## config.mk

```make
export PLATFORM = sky130hd
export DESIGN_NAME = fifo_uart_tx_flat
export DESIGN_NICKNAME = d
export VERILOG_FILES = /design/src/rtl/fifo_uart_tx_pkg.sv /design/src/rtl/fifo_uart_tx_if.sv /design/src/rtl/fifo_uart_tx_baud_tick.sv /design/src/rtl/fifo_uart_tx.sv /design/src/flat_wrapper.sv
export SDC_FILE = /design/constraint.sdc
export NUM_CORES = 1
export LEC_CHECK = 0
export ABC_AREA = 1
export CAP_MARGIN = 40
export CORE_MARGIN = 2
export CORE_UTILIZATION = 49
export DETAILED_ROUTE_END_ITERATION = 7
export GPL_TIMING_DRIVEN = 1
export PLACE_DENSITY_LB_ADDON = 0.1
export SKIP_LAST_GASP = 1
export SYNTH_ARGS = -nofsm -noshare
export SYNTH_HDL_FRONTEND = slang
export SYNTH_SLANG_ARGS = --single-unit
```

## constraint.sdc

```tcl
create_clock -name clk -period 1.3 [get_ports clk]
set_input_delay 0.39 -clock clk [delete_from_list [all_inputs] [get_ports clk]]
set_output_delay 0.39 -clock clk [all_outputs]
set_load 0.02 [all_outputs]
```

## src/rtl/fifo_uart_tx_pkg.sv

```systemverilog
`default_nettype none
// ============================================================================
// Module      : fifo_uart_tx_pkg
// Description : Shared types and constants for the FIFO-drain UART
//               transmitter: FSM state encoding, bit-cycle counter width
//               helper and the nominal frame length.
// Macro       : FIFO_UART_TX_PARITY_EN - frame carries an even-parity bit.
// Revision    : 1.0 - initial release
// ============================================================================
package fifo_uart_tx_pkg;

  localparam int c_W_DEFAULT       = 4;
  localparam int c_CLK_DIV_DEFAULT = 16;

`ifdef FIFO_UART_TX_PARITY_EN
  localparam int c_PARITY_BITS = 1;
`else
  localparam int c_PARITY_BITS = 0;
`endif

  // All seven encodings are kept in every build so that state values stay
  // stable across configurations; without parity ST_PARITY is unreachable.
  typedef enum logic [2:0] {
    ST_IDLE   = 3'd0,
    ST_FETCH  = 3'd1,
    ST_LATCH  = 3'd2,
    ST_START  = 3'd3,
    ST_DATA   = 3'd4,
    ST_PARITY = 3'd5,
    ST_STOP   = 3'd6
  } state_t;

  // Width of a counter running 0..clk_div-1.
  function automatic int baud_cnt_width(input int clk_div);
    return (clk_div < 2) ? 1 : $clog2(clk_div);
  endfunction

  localparam int c_BAUD_CNT_W = baud_cnt_width(c_CLK_DIV_DEFAULT);

  // Serial frame length in clk cycles: start + data + parity + stop.
  function automatic int frame_len(input int w, input int clk_div);
    return (w + 2 + c_PARITY_BITS) * clk_div;
  endfunction

  localparam int c_FRAME_LEN = frame_len(c_W_DEFAULT, c_CLK_DIV_DEFAULT);

endpackage
`default_nettype wire

```

## src/rtl/fifo_uart_tx_if.sv

```systemverilog
`default_nettype none
// ============================================================================
// Module      : fifo_uart_tx_if
// Description : Bundle of the FIFO read port, enable and serial outputs of
//               the UART transmitter.
//   enable      - permits starting new frames
//   fifo_empty  - FIFO empty flag
//   fifo_data   - FIFO read data, valid the cycle after fifo_rd_n low
//   fifo_rd_n   - active-low FIFO read strobe
//   tx          - serial line, idles high
//   busy        - transmitter not idle
// Modports    : slave = transmitter, master = FIFO/controller side.
// Revision    : 1.0 - initial release
// ============================================================================
interface fifo_uart_tx_if
  import fifo_uart_tx_pkg::*;
#(
  parameter int W = c_W_DEFAULT
);
  logic         enable;
  logic         fifo_empty;
  logic [W-1:0] fifo_data;
  logic         fifo_rd_n;
  logic         tx;
  logic         busy;

  modport master (
    output enable, fifo_empty, fifo_data,
    input  fifo_rd_n, tx, busy
  );

  modport slave (
    input  enable, fifo_empty, fifo_data,
    output fifo_rd_n, tx, busy
  );
endinterface
`default_nettype wire

```

## src/rtl/fifo_uart_tx_baud_tick.sv

```systemverilog
`default_nettype none
// ============================================================================
// Module      : fifo_uart_tx_baud_tick
// Description : Bit-period counter. Counts 0..CLK_DIV-1 and wraps; tick is
//               high during the last cycle of each bit period. A synchronous
//               clear holds the count at zero.
//   clk     - clock
//   reset_n - asynchronous active-low reset
//   clr     - synchronous clear (count forced to 0 next cycle)
//   tick    - last cycle of the current bit period
// Revision    : 1.0 - initial release
// ============================================================================
module fifo_uart_tx_baud_tick
  import fifo_uart_tx_pkg::*;
#(
  parameter int CLK_DIV = c_CLK_DIV_DEFAULT
) (
  input  wire  clk,
  input  wire  reset_n,
  input  wire  clr,
  output logic tick
);

  localparam int                 c_CNT_W = baud_cnt_width(CLK_DIV);
  localparam logic [c_CNT_W-1:0] c_LAST  = c_CNT_W'(CLK_DIV - 1);

  logic [c_CNT_W-1:0] r_cnt;

  always_ff @(posedge clk or negedge reset_n) begin
    if (!reset_n) begin
      r_cnt <= '0;
    end else if (clr || (r_cnt == c_LAST)) begin
      r_cnt <= '0;
    end else begin
      r_cnt <= r_cnt + c_CNT_W'(1);
    end
  end

  assign tick = (r_cnt == c_LAST);

endmodule
`default_nettype wire

```

## src/rtl/fifo_uart_tx.sv

```systemverilog
`default_nettype none
// ============================================================================
// Module      : fifo_uart_tx
// Description : FIFO drain stage. Pops one word per frame through the FIFO's
//               active-low read strobe and shifts it out as an asynchronous
//               serial frame: start bit, W data bits LSB first, optional even
//               parity, one stop bit. Runs in the FIFO clock domain.
// Ports       : clk     - clock shared with the FIFO
//               reset_n - asynchronous active-low reset
//               bus     - fifo_uart_tx_if.slave (enable, fifo_empty,
//                         fifo_data in; fifo_rd_n, tx, busy out)
// Macro       : FIFO_UART_TX_PARITY_EN - adds the even-parity bit.
// Revision    : 1.0 - initial release
// ============================================================================
module fifo_uart_tx
  import fifo_uart_tx_pkg::*;
#(
  parameter int W       = c_W_DEFAULT,
  parameter int CLK_DIV = c_CLK_DIV_DEFAULT
) (
  input  wire            clk,
  input  wire            reset_n,
  fifo_uart_tx_if.slave  bus
);

  localparam int c_BIT_W = $clog2(W + 1);

  state_t             r_state;
  logic [W-1:0]       r_shift;
  logic [c_BIT_W-1:0] r_bit_cnt;
  logic               r_tx;
  logic               r_rd_n;
  logic               r_busy;
`ifdef FIFO_UART_TX_PARITY_EN
  logic               r_parity;
`endif

  logic         w_tick;
  logic         w_baud_clr;
  logic         w_start_ok;
  logic         w_last_bit;
  logic [W-1:0] w_shift_next;

  // The bit timer only runs while a bit is on the line, so every frame's
  // start bit begins from a zero count.
  assign w_baud_clr   = (r_state == ST_IDLE) || (r_state == ST_FETCH) ||
                        (r_state == ST_LATCH);
  assign w_start_ok   = bus.enable && !bus.fifo_empty;
  assign w_last_bit   = (r_bit_cnt == c_BIT_W'(W - 1));
  assign w_shift_next = r_shift >> 1;

  fifo_uart_tx_baud_tick #(
    .CLK_DIV (CLK_DIV)
  ) u_baud_tick (
    .clk     (clk),
    .reset_n (reset_n),
    .clr     (w_baud_clr),
    .tick    (w_tick)
  );

  // Outputs are registered: each transition loads the value the line must
  // carry in the destination state.
  always_ff @(posedge clk or negedge reset_n) begin
    if (!reset_n) begin
      r_state   <= ST_IDLE;
      r_shift   <= '0;
      r_bit_cnt <= '0;
      r_tx      <= 1'b1;
      r_rd_n    <= 1'b1;
      r_busy    <= 1'b0;
`ifdef FIFO_UART_TX_PARITY_EN
      r_parity  <= 1'b0;
`endif
    end else begin
      case (r_state)
        ST_IDLE: begin
          if (w_start_ok) begin
            r_state <= ST_FETCH;
            r_rd_n  <= 1'b0;
            r_busy  <= 1'b1;
          end
        end

        ST_FETCH: begin
          r_state <= ST_LATCH;
          r_rd_n  <= 1'b1;
        end

        ST_LATCH: begin
          r_shift   <= bus.fifo_data;
          r_bit_cnt <= '0;
`ifdef FIFO_UART_TX_PARITY_EN
          r_parity  <= 1'b0;
`endif
          r_state   <= ST_START;
          r_tx      <= 1'b0;
        end

        ST_START: begin
          if (w_tick) begin
            r_state <= ST_DATA;
            r_tx    <= r_shift[0];
          end
        end

        ST_DATA: begin
          if (w_tick) begin
            r_shift   <= w_shift_next;
            r_bit_cnt <= r_bit_cnt + c_BIT_W'(1);
`ifdef FIFO_UART_TX_PARITY_EN
            r_parity  <= r_parity ^ r_shift[0];
`endif
            if (w_last_bit) begin
`ifdef FIFO_UART_TX_PARITY_EN
              // Fold in the bit just sent to complete the even parity.
              r_state <= ST_PARITY;
              r_tx    <= r_parity ^ r_shift[0];
`else
              r_state <= ST_STOP;
              r_tx    <= 1'b1;
`endif
            end else begin
              r_tx <= w_shift_next[0];
            end
          end
        end

`ifdef FIFO_UART_TX_PARITY_EN
        ST_PARITY: begin
          if (w_tick) begin
            r_state <= ST_STOP;
            r_tx    <= 1'b1;
          end
        end
`endif

        ST_STOP: begin
          // enable and fifo_empty are only looked at here and in IDLE, so
          // changes during a frame never disturb it.
          if (w_tick) begin
            if (w_start_ok) begin
              r_state <= ST_FETCH;
              r_rd_n  <= 1'b0;
            end else begin
              r_state <= ST_IDLE;
              r_busy  <= 1'b0;
            end
          end
        end

        default: begin
          r_state <= ST_IDLE;
          r_tx    <= 1'b1;
          r_rd_n  <= 1'b1;
          r_busy  <= 1'b0;
        end
      endcase
    end
  end

  assign bus.tx        = r_tx;
  assign bus.fifo_rd_n = r_rd_n;
  assign bus.busy      = r_busy;

endmodule
`default_nettype wire
```

## src/flat_wrapper.sv

```systemverilog
// flat-port wrapper written by rule: the top's interface ports become plain ports
module fifo_uart_tx_flat import fifo_uart_tx_pkg::*;
#(
  parameter int W       = c_W_DEFAULT,
  parameter int CLK_DIV = c_CLK_DIV_DEFAULT
)
  (clk, reset_n, bus_enable, bus_fifo_empty, bus_fifo_data, bus_fifo_rd_n, bus_tx, bus_busy);
  fifo_uart_tx_if #(.W(W)) bus_i ();
  input  wire clk;
  input  wire reset_n;
  input wire logic [$bits(bus_i.enable)-1:0] bus_enable;
  input wire logic [$bits(bus_i.fifo_empty)-1:0] bus_fifo_empty;
  input wire logic [$bits(bus_i.fifo_data)-1:0] bus_fifo_data;
  output wire logic [$bits(bus_i.fifo_rd_n)-1:0] bus_fifo_rd_n;
  output wire logic [$bits(bus_i.tx)-1:0] bus_tx;
  output wire logic [$bits(bus_i.busy)-1:0] bus_busy;
  assign bus_i.enable = bus_enable;
  assign bus_i.fifo_empty = bus_fifo_empty;
  assign bus_i.fifo_data = bus_fifo_data;
  assign bus_fifo_rd_n = bus_i.fifo_rd_n;
  assign bus_tx = bus_i.tx;
  assign bus_busy = bus_i.busy;
  fifo_uart_tx #(.W(W), .CLK_DIV(CLK_DIV)) u_core (.clk(clk), .reset_n(reset_n), .bus(bus_i));
endmodule
```

[Word level (Yosys, flattened, before mapping)]
Cells that the tools add are included.
Cells by class
  mux-type cells: 23
  reductions and logical operators: 15
  bitwise operators: 3
  eq/ne operators: 13
  $add $sub $neg: 2
Operators by type and width (count)
  $mux W3: 6
  $pmux W3 S6: 1
  $eq A3 B2 Y1 const B: 3
  $mux W1: 9
  $mux W4: 2
  $ne A2 B2 Y1 const B: 4
  $pmux W4 S2: 1
  $eq A3 B3 Y1 const B: 2
  $pmux W1 S3: 2
  $pmux W3 S2: 1
  $reduce_or A3 Y1: 2
  $reduce_and A5 Y1: 1
  $add A4 B1 Y4 const B: 1
  $eq A4 B4 Y1 const B: 1
  $ne A2 B1 Y1 const B: 2
  $pmux W1 S4: 1
  $reduce_and A2 Y1: 2
  $reduce_and A4 Y1: 1
  $reduce_or A4 Y1: 1
  $add A3 B1 Y3 const B: 1
  $eq A3 B1 Y1 const B: 1
  $logic_not A3 Y1: 1
  $logic_or A1 B1 Y1: 3
  $not A1 Y1: 3
  other kinds (4): 4
Storage, ports and cells
  flip-flop bits (word level): 17
  word-level logic and storage cells: 63
  input port bits: 8

[Depth between registers and ports, before layout]
  depth in word-level cells: 5
  gate-level depth with buffers: 8
  gate-level depth less buffers: 8

[Modules after synthesis]
From an unflattened synthesis, not the netlist that was laid out.
Unflattened totals
  cells, all modules: 124
  area total of the unflattened synthesis: 980.9 um^2
By module, submodules not included
  fifo_uart_tx: cells each 105, area an instance 788.3 um^2, times used 1, sequential area each 327.8 um^2
  fifo_uart_tx_baud_tick: cells each 19, area an instance 192.7 um^2, times used 1, sequential area each 100.1 um^2

[Worst setup path before layout]
Ideal clock, no wire load.
  path type: register -> register
  start point: reg u_core.u_baud_tick.r_cnt[0]
  end point: reg u_core.r_bit_cnt[0]
  clock period less this slack: 1.282 ns
  path buffers: 0
  setup slack: 0.018 ns
  stages on the path, launching flop included: 9
  arrival: 1.163 ns
  setup time: 0.119 ns
  cell sequence: dfrtp_1 ha_1 nand3_2 inv_1 nand2_8 nand2_8 inv_4 nand2_1 o21ai_2
On the way
  cells in the longest elaborated chain, start to end: 3
Ends and longest elaborated chain
  from (decl): RTL line fifo_uart_tx_baud_tick.sv:27  | logic [c_CNT_W-1:0] r_cnt;
  from (signal assigned): RTL line fifo_uart_tx_baud_tick.sv:35  | r_cnt <= r_cnt + c_CNT_W'(1);
  $eq A4 B4 Y1: RTL line fifo_uart_tx_baud_tick.sv:39  | assign tick = (r_cnt == c_LAST);
  $ne A2 B2 Y1 (no source line)
  $reduce_and A2 Y1 (no source line)
  to (signal assigned): RTL line fifo_uart_tx.sv:109  | r_bit_cnt <= r_bit_cnt + c_BIT_W'(1);
  to (decl): RTL line fifo_uart_tx.sv:30  | logic [c_BIT_W-1:0] r_bit_cnt;
Every way passes these cells.
A chain may end at the register's enable or synchronous reset.

[Worst setup path after layout]
  start point: reg u_core.r_tx, in the netlist u_core.bus.tx
  end point: out bus_tx
RTL lines
  from (decl): RTL line fifo_uart_tx.sv:31  | logic r_tx;
  from (signal assigned): RTL line fifo_uart_tx.sv:102  | r_tx <= r_shift[0];
  from (signal assigned): RTL line fifo_uart_tx.sv:123  | r_tx <= w_shift_next[0];
  to (decl): RTL line flat_wrapper.sv:15  | output wire logic [$bits(bus_i.tx)-1:0] bus_tx;
No word-level cell between the ends.

==> metrics.md <==
| Metric | Value |
|---|---|
| Main flop type after synthesis | dfrtp_1 |
| Clk Latency, worst-skew pair | ~0.29 ns |
| Startpoint Class | flip-flop |
| Reg clk slew, reported paths | 0.09 ns |
| Number of synthesized flops with an enable pin | 0 |
| # DRC | 0 |
| CTS Sinks | 17 |
| Hold Crit Class | input pin to async pin |
| Commonest non-fill, non-tap cell in the layout | nand2_1 |
| Leakage Power | a little over 0.7 nW |
| Placed cell count | 175 |
| Synth area leaders | dfrtp_1, nand2_1, nand3_1 |
| WL final | 2360 µm |
| Yosys reg bits | 17 |
| FFs w/ async S/R, synth | 1.00 |
| Outcome | complete, but fails checks |
| Crit path DAT | around 0.94 ns |
| Routed Antenna Nets | 0 |
| Diodes inserted | 0 |
| Wire per inst | approximately 13 µm |
| Crit-path cells | buf_6 |
| Worst-path fanout max | 2 |
| VDD IR max | about 1.1 mV |
| DPL Wire Length | between 1500 and 2000 µm |
| Fin nets | 171 |
| IO Port Bufs | 10 |
| Mapped Nets | about 140 |
| Final period util | 1.03 |
| Critical path's top delay family | flip-flops |
| Clock Path Buffers | 2 |
| Worst Setup End Kind | primary output |
| Most frequent cells in the layout | nand2_1, buf_4, dfrtp_1, nand3_1, inv_1 |
| Share of the synthesized area in the top cell type | 0.368 |
| Clock root cell | clkbuf_4 |
| Max-cap violations | 0 |
| First-pass GRT wire length | approximately 3700 µm |
| Via density per instance | slightly above 5 |
| Max Clock Skew | about 0.00045 ns |
| Layout Cells excl Fill | 186 |
| Fmax | 749 MHz |
| Worst setup margin | -0.0347 ns |
| Hold Buf Count CTS | 0 |
| Syn Std Cell Area | approximately 1000 µm² |
| Number of global-route vias before repair | 914 |
| Layout cell share with drive strength beyond 1 | 0.396 |
| Overall routing resource usage | 0.196 |
| Post-synthesis cell count | ~120 |
| Die span in x | a little under 50 µm |
| Remaining global-route overflow | 0 |
| Unique masters post-synth | 27 |
| Synthesized area per cell | around 8.2 µm² |
| Pin count of the biggest net entering global routing | 12 |
| Die footprint | ~2500 µm² |
| YS warnings | 0 |
| Core ar. | 1960 µm² |
| Initial antenna violation count | 0 |
| Total CTS buffers | 3 |
| RSZ-0062 raised after global routing | yes |
| Fin. max-slew vios | 0 |
| Die Y | approximately 50 µm |
| Pre-CTS setup slack | -0.197 ns |
| Starting Density | 0.520 |
| Post-synthesis sequential area ratio | 0.419 |
| Slew margin rel. | 0.880 |
| Bufs and invs on worst path | 1 |
| Routed via count | between 900 and 1000 |
| Final Critical Period | around 1.3 ns |
| Top Ports | 11 |
| WP depth | 1 |
| Setup Viol. Count Final | 4 |
| Slowest stage delay, CP | 0.55 ns |
| Drt first pass iters | 4 |
| Worst r2r path cells | 7 |
| Design Power | around 2.9 mW |
| Row count | 16 |
| Critical Path Slowest Stage Cell | dfstp_2 |
| Depth of the CTS H-tree | 1 |
| Final Hold Viols | 0 |
| Crit Path Class | flip-flop to primary output |
| P&R area growth vs syn | 38.2% |
| Area leader, netlist | dfrtp_1 |
| CTS tree | built |
| Worst Tran Pin Value | roughly 0.18 ns |
| GPL Wtd Cong | around 0.9 |
| Power Density | 2050 nW/µm² |
| Failing checks | negative setup slack |
| Req. time, crit path | 0.91 ns |
| Drt first-iter violations | 23 |
## synth_stat cells (2+ instances only)
cell type,number
nand2_1,41
nor2_1,6
nand2_4,2
dfstp_2,2
nand3_2,2
ha_1,3
nor2_4,2
nand2_8,2
dfrtp_1,15
inv_1,11
o21ai_0,5
o21ai_1,3
o21bai_1,2
nand3_1,13
inv_2,3
## per-stage QoR
step | cell area (µm²) | TNS [ns] | hold WS (ns) | util
5_1_grt | 1410 | -0.653 | 0.391 | 0.719
6_report | 1410 | -0.0977 | 0.407 | 0.719
2_1_floorplan | 1020 | 0 | 0.0944 | -
4_1_cts | 1310 | -0.0820 | 0.404 | 0.666
3_5_place_dp | 1260 | -1.31 | 0.470 | 0.643
3_3_place_gp | 1260 | -0.922 | 0.459 | 0.643
## state kept, by name (all words and copies together), names as in the netlist
| signal | cells |
|---|---|
| u_core.r_shift | 4 |
| u_core.r_bit_cnt | 3 |
| u_core.bus.fifo_rd_n | 1 |
| u_core.bus.busy | 1 |
| u_core.r_state | 3 |
| u_core.bus.tx | 1 |
| u_core.u_baud_tick.r_cnt | 4 |
## power breakdown
part | internal [mW] | switching [mW]
combinational | 0.731 | 0.970
sequential | 0.738 | 0.167
clock | 0.119 | 0.162
## layer usage
metal	GRT usage	up-vias	wire (µm)
li1	-	469	-
met5	0	-	0
met4	0.0694	0	97
met2	0.349	34	1140
met3	0.0182	13	111
met1	0.247	438	1010
## cells by family (layout without fill, tap and decap cells)
kind of cell	count (synthesis)	count (layout)	share of synthesized area
XOR/XNOR	2	2	0.0172
AO/OA/AOI/OAI	14	14	0.0968
flip-flops	17	17	0.419
buffers and inverters	17	52	0.0711
AND/OR/NAND/NOR	71	71	0.359
adder cells (fa/ha/maj)	3	3	0.0368
## worst paths after layout
check	start	endpoint	slack (ns)
worst max-delay path	u_core.bus.tx	bus_tx	-0.03
max in group asynchronous	reset_n	u_core.bus.tx	0.69
worst min register to register	u_core.bus.tx	u_core.bus.tx	0.49
min in group clk	u_core.bus.tx	u_core.bus.tx	0.49
worst min-delay path	reset_n	u_core.r_state[2]	0.41
worst max register to register	u_core.r_state[0]	u_core.r_shift[3]	-0.02
## area by class of cell
cell class / instances / area, µm²
Clock buffer: 4 / 26.3
Fill cell: 167 / 551
Inverter: 16 / 72.6
Multi-Input combinational cell: 90 / 581
Sequential cell: 17 / 432
Tap cell: 27 / 33.8
Timing Repair Buffer: 32 / 267
## timing repair
action	in CTS	in global routing
gates resized for setup	21	18
pin swaps	1	5
setup buffers	2	5
endpoints found under the setup margin	12	14
No activity file was read; power rests on OpenSTA's default activity.
==> edit, RTL diff (same settings) <==
`c_CLK_DIV_DEFAULT`: 16 -> 8.
--- a/src/rtl/fifo_uart_tx_pkg.sv
+++ b/src/rtl/fifo_uart_tx_pkg.sv
@@ -10,7 +10,7 @@
 package fifo_uart_tx_pkg;
 
   localparam int c_W_DEFAULT       = 4;
-  localparam int c_CLK_DIV_DEFAULT = 16;
+  localparam int c_CLK_DIV_DEFAULT = 8;
 
 `ifdef FIFO_UART_TX_PARITY_EN
   localparam int c_PARITY_BITS = 1;
Function: same outputs for any inputs over 10 cycles, from zero or initial values and one cycle with reset_n low; that may be too few to reach the edited logic, so the function may still have changed.
==> edit against the original RTL <==
- via count decreased by 12%
- the run still ends with negative setup slack left
- sequential cell count is 1 lower
- power fell by 12%
- count of clock-buffer cells in the layout decreased by 1
- area after synthesis decreased by 9.2%
- setup slack got worse by 0.0058 ns
- first-iteration DRC count down 48%
- critical endpoint is now bus_fifo_rd_n
- clock power is 5% lower
- non-clock buffer count down 7
- global-route usage grew 1.0 points
- wire length decreased by 20%
- largest cell class unchanged
- final area is 10% lower
- sequential share of layout area up 1.4 points
- synthesized cell count decreased by 3.2%
==> edit: results (changes against the original RTL) <==
* Outcome: finished with violations
- The checks that failed: negative setup slack.
- The number of DRC violations after detailed-routing iteration 0 was 12 (-48%).
* Total global routing track utilization: 20.7% (+1.0 points)
- Wire length of the first global-routing pass: 3160 um (-15%)
* Number of antenna violations at the first check in global routing: 0 (unchanged)
- The clock buffer count from CTS came to 3 (unchanged).
* Sequential fraction of the synthesis area: 43.5% (+1.5 points)
- The path class of the tightest hold or removal check is input port to asynchronous set/reset pin.
- The minimum clock period was 1.34 ns (+0.00581 ns).
* RD Place Congestion: 0.902 (+2.7%)
- The detailed-router iteration count before antenna repair is 4 (unchanged).
- The least setup slack across all paths after layout was -0.0405 ns (-0.00581 ns).
- The number of I/O port buffers came to 10 (unchanged).
- The commonest cells after synthesis are sky130_fd_sc_hd__nand2_1, sky130_fd_sc_hd__dfrtp_1, sky130_fd_sc_hd__inv_1, sky130_fd_sc_hd__nand3_1, sky130_fd_sc_hd__nor2_1.
- The number of cells traversed by the worst register-to-register path came to 8 (+1).
- Routed length per instance: 11.0 um (-14%)
* Number of distinct standard cells referenced by the synthesized netlist: 20 (-26%)
- The post-place setup slack was -0.199 ns (-0.00183 ns).
- The largest vdd supply drop was 1.31 mV (+23%).
- Largest net degree at the start of global routing: 17 (+5)
- On the critical path the largest part of the delay comes from flip-flops.
- Share of post-route cells with drive strength above 1: 32.0% (-7.6 points)
- Biggest fanout along the worst timing path: 2 (unchanged)
- Number of global-route vias before repair: 747 (-18%)
- The net count after synthesis is 132 (-2.2%).
* Slew Limit Headroom: 81.5% (-6.5 points)
* Final setup violation count: 7 (+3)
- H-tree level count: 1 (unchanged)
* Post-layout nets: 161 (-5.8%)
- The static leakage came to 0.000651 uW (-8.2%).
- Clock edge transition at the registers on the reported setup and hold paths: 0.09 ns (about the same)
- The average vias per placed instance is 4.89 (-4.7%).
- By area the synthesized netlist is led by sky130_fd_sc_hd__dfrtp_1, sky130_fd_sc_hd__nand2_1, sky130_fd_sc_hd__nand3_1, sky130_fd_sc_hd__dfstp_2, sky130_fd_sc_hd__ha_1.
- Setup skew after layout: 0.000912 ns (+0.000461 ns)
- Most flops, register: u_core.r_shift
- The root buffer cell chosen for the clock tree is sky130_fd_sc_hd__clkbuf_4.
* Detailed Place HPWL: 1300 um (-23%)
- The number of buffers on the longest clock path came to 2 (unchanged).
[edit: cell types whose count changed in the layout (fill, tap and decap cells not counted), moves of 2 or more]
cell                      change
sky130_fd_sc_hd__inv_6        -2
sky130_fd_sc_hd__nor2_2       +5
sky130_fd_sc_hd__inv_1        +3
sky130_fd_sc_hd__nor2_1       +4
sky130_fd_sc_hd__o21ai_0      +4
sky130_fd_sc_hd__buf_4        -8
sky130_fd_sc_hd__nand2_1      -7
sky130_fd_sc_hd__nand2_2      -5
sky130_fd_sc_hd__nand3_2      -2
[edit: metrics by stage]
| step | util [%] | instances | area (um2) | TNS, ns |
|---|---|---|---|---|
| after floorplan | - | 120 | 945 | 0 |
| after global placement | 65.9 | 163 | 1150 | -1.11 |
| after detailed placement | 65.9 | 163 | 1150 | -1.27 |
| after CTS | 69.0 | 167 | 1200 | -0.0889 |
| after global routing | 72.5 | 172 | 1270 | -0.968 |
| final | 72.5 | 172 | 1270 | -0.124 |
[edit: final cells by class]
cell class	count	area [um2]
clock buffer	3	22.5
fill	135	479
inverter	16	62.6
multi-input combinational	87	518
sequential	16	405
tap	25	31.3
timing repair buffer	25	226
[edit: worst paths after layout]
kind | from | end | slack (ns)
min in group clk | u_core.u_baud_tick.r_cnt[0] | u_core.u_baud_tick.r_cnt[0] | 0.44
worst max register to register | u_core.u_baud_tick.r_cnt[0] | u_core.r_state[2] | -0.02
max in group asynchronous | reset_n | u_core.bus.tx | 0.67
worst min-delay path | reset_n | u_core.r_shift[2] | 0.42
worst min register to register | u_core.u_baud_tick.r_cnt[0] | u_core.u_baud_tick.r_cnt[0] | 0.44
worst max-delay path | u_core.bus.fifo_rd_n | bus_fifo_rd_n | -0.04
[edit: repair_timing]
action / 4_1_cts / 5_1_grt
cloned: 0 / 0
endpoints found under the setup margin: 15 / 15
buffers inserted: 1 / 5
resized for setup: 22 / 6
pin swaps: 3 / 9
[edit: report_power, final]
part | internal [uW] | switching (uW)
Clock | 108 | 160
Combinational | 614 | 830
Sequential | 699 | 137
[edit: metal layers]
metal | routed length (um) | GRT usage, % | part of all wire (%) | vias up
li1 | - | - | - | 444
met1 | 901 | 27.3 | 48 | 378
met2 | 866 | 33.0 | 46 | 14
met3 | 68 | 3.40 | 3.6 | 5
met4 | 46 | 10.0 | 2.4 | 0
met5 | 0 | 0 | 0 | -
[edit: logic make-up (layout without fill, tap and decap cells)]
family | count (synthesis) | count (layout) | synth area share [%]
simple gates | 65 | 65 | 33.3
fa+ha+maj | 4 | 4 | 5.40
buf+inv | 17 | 44 | 7.02
flops | 16 | 16 | 43.5
compound gates | 18 | 18 | 10.8
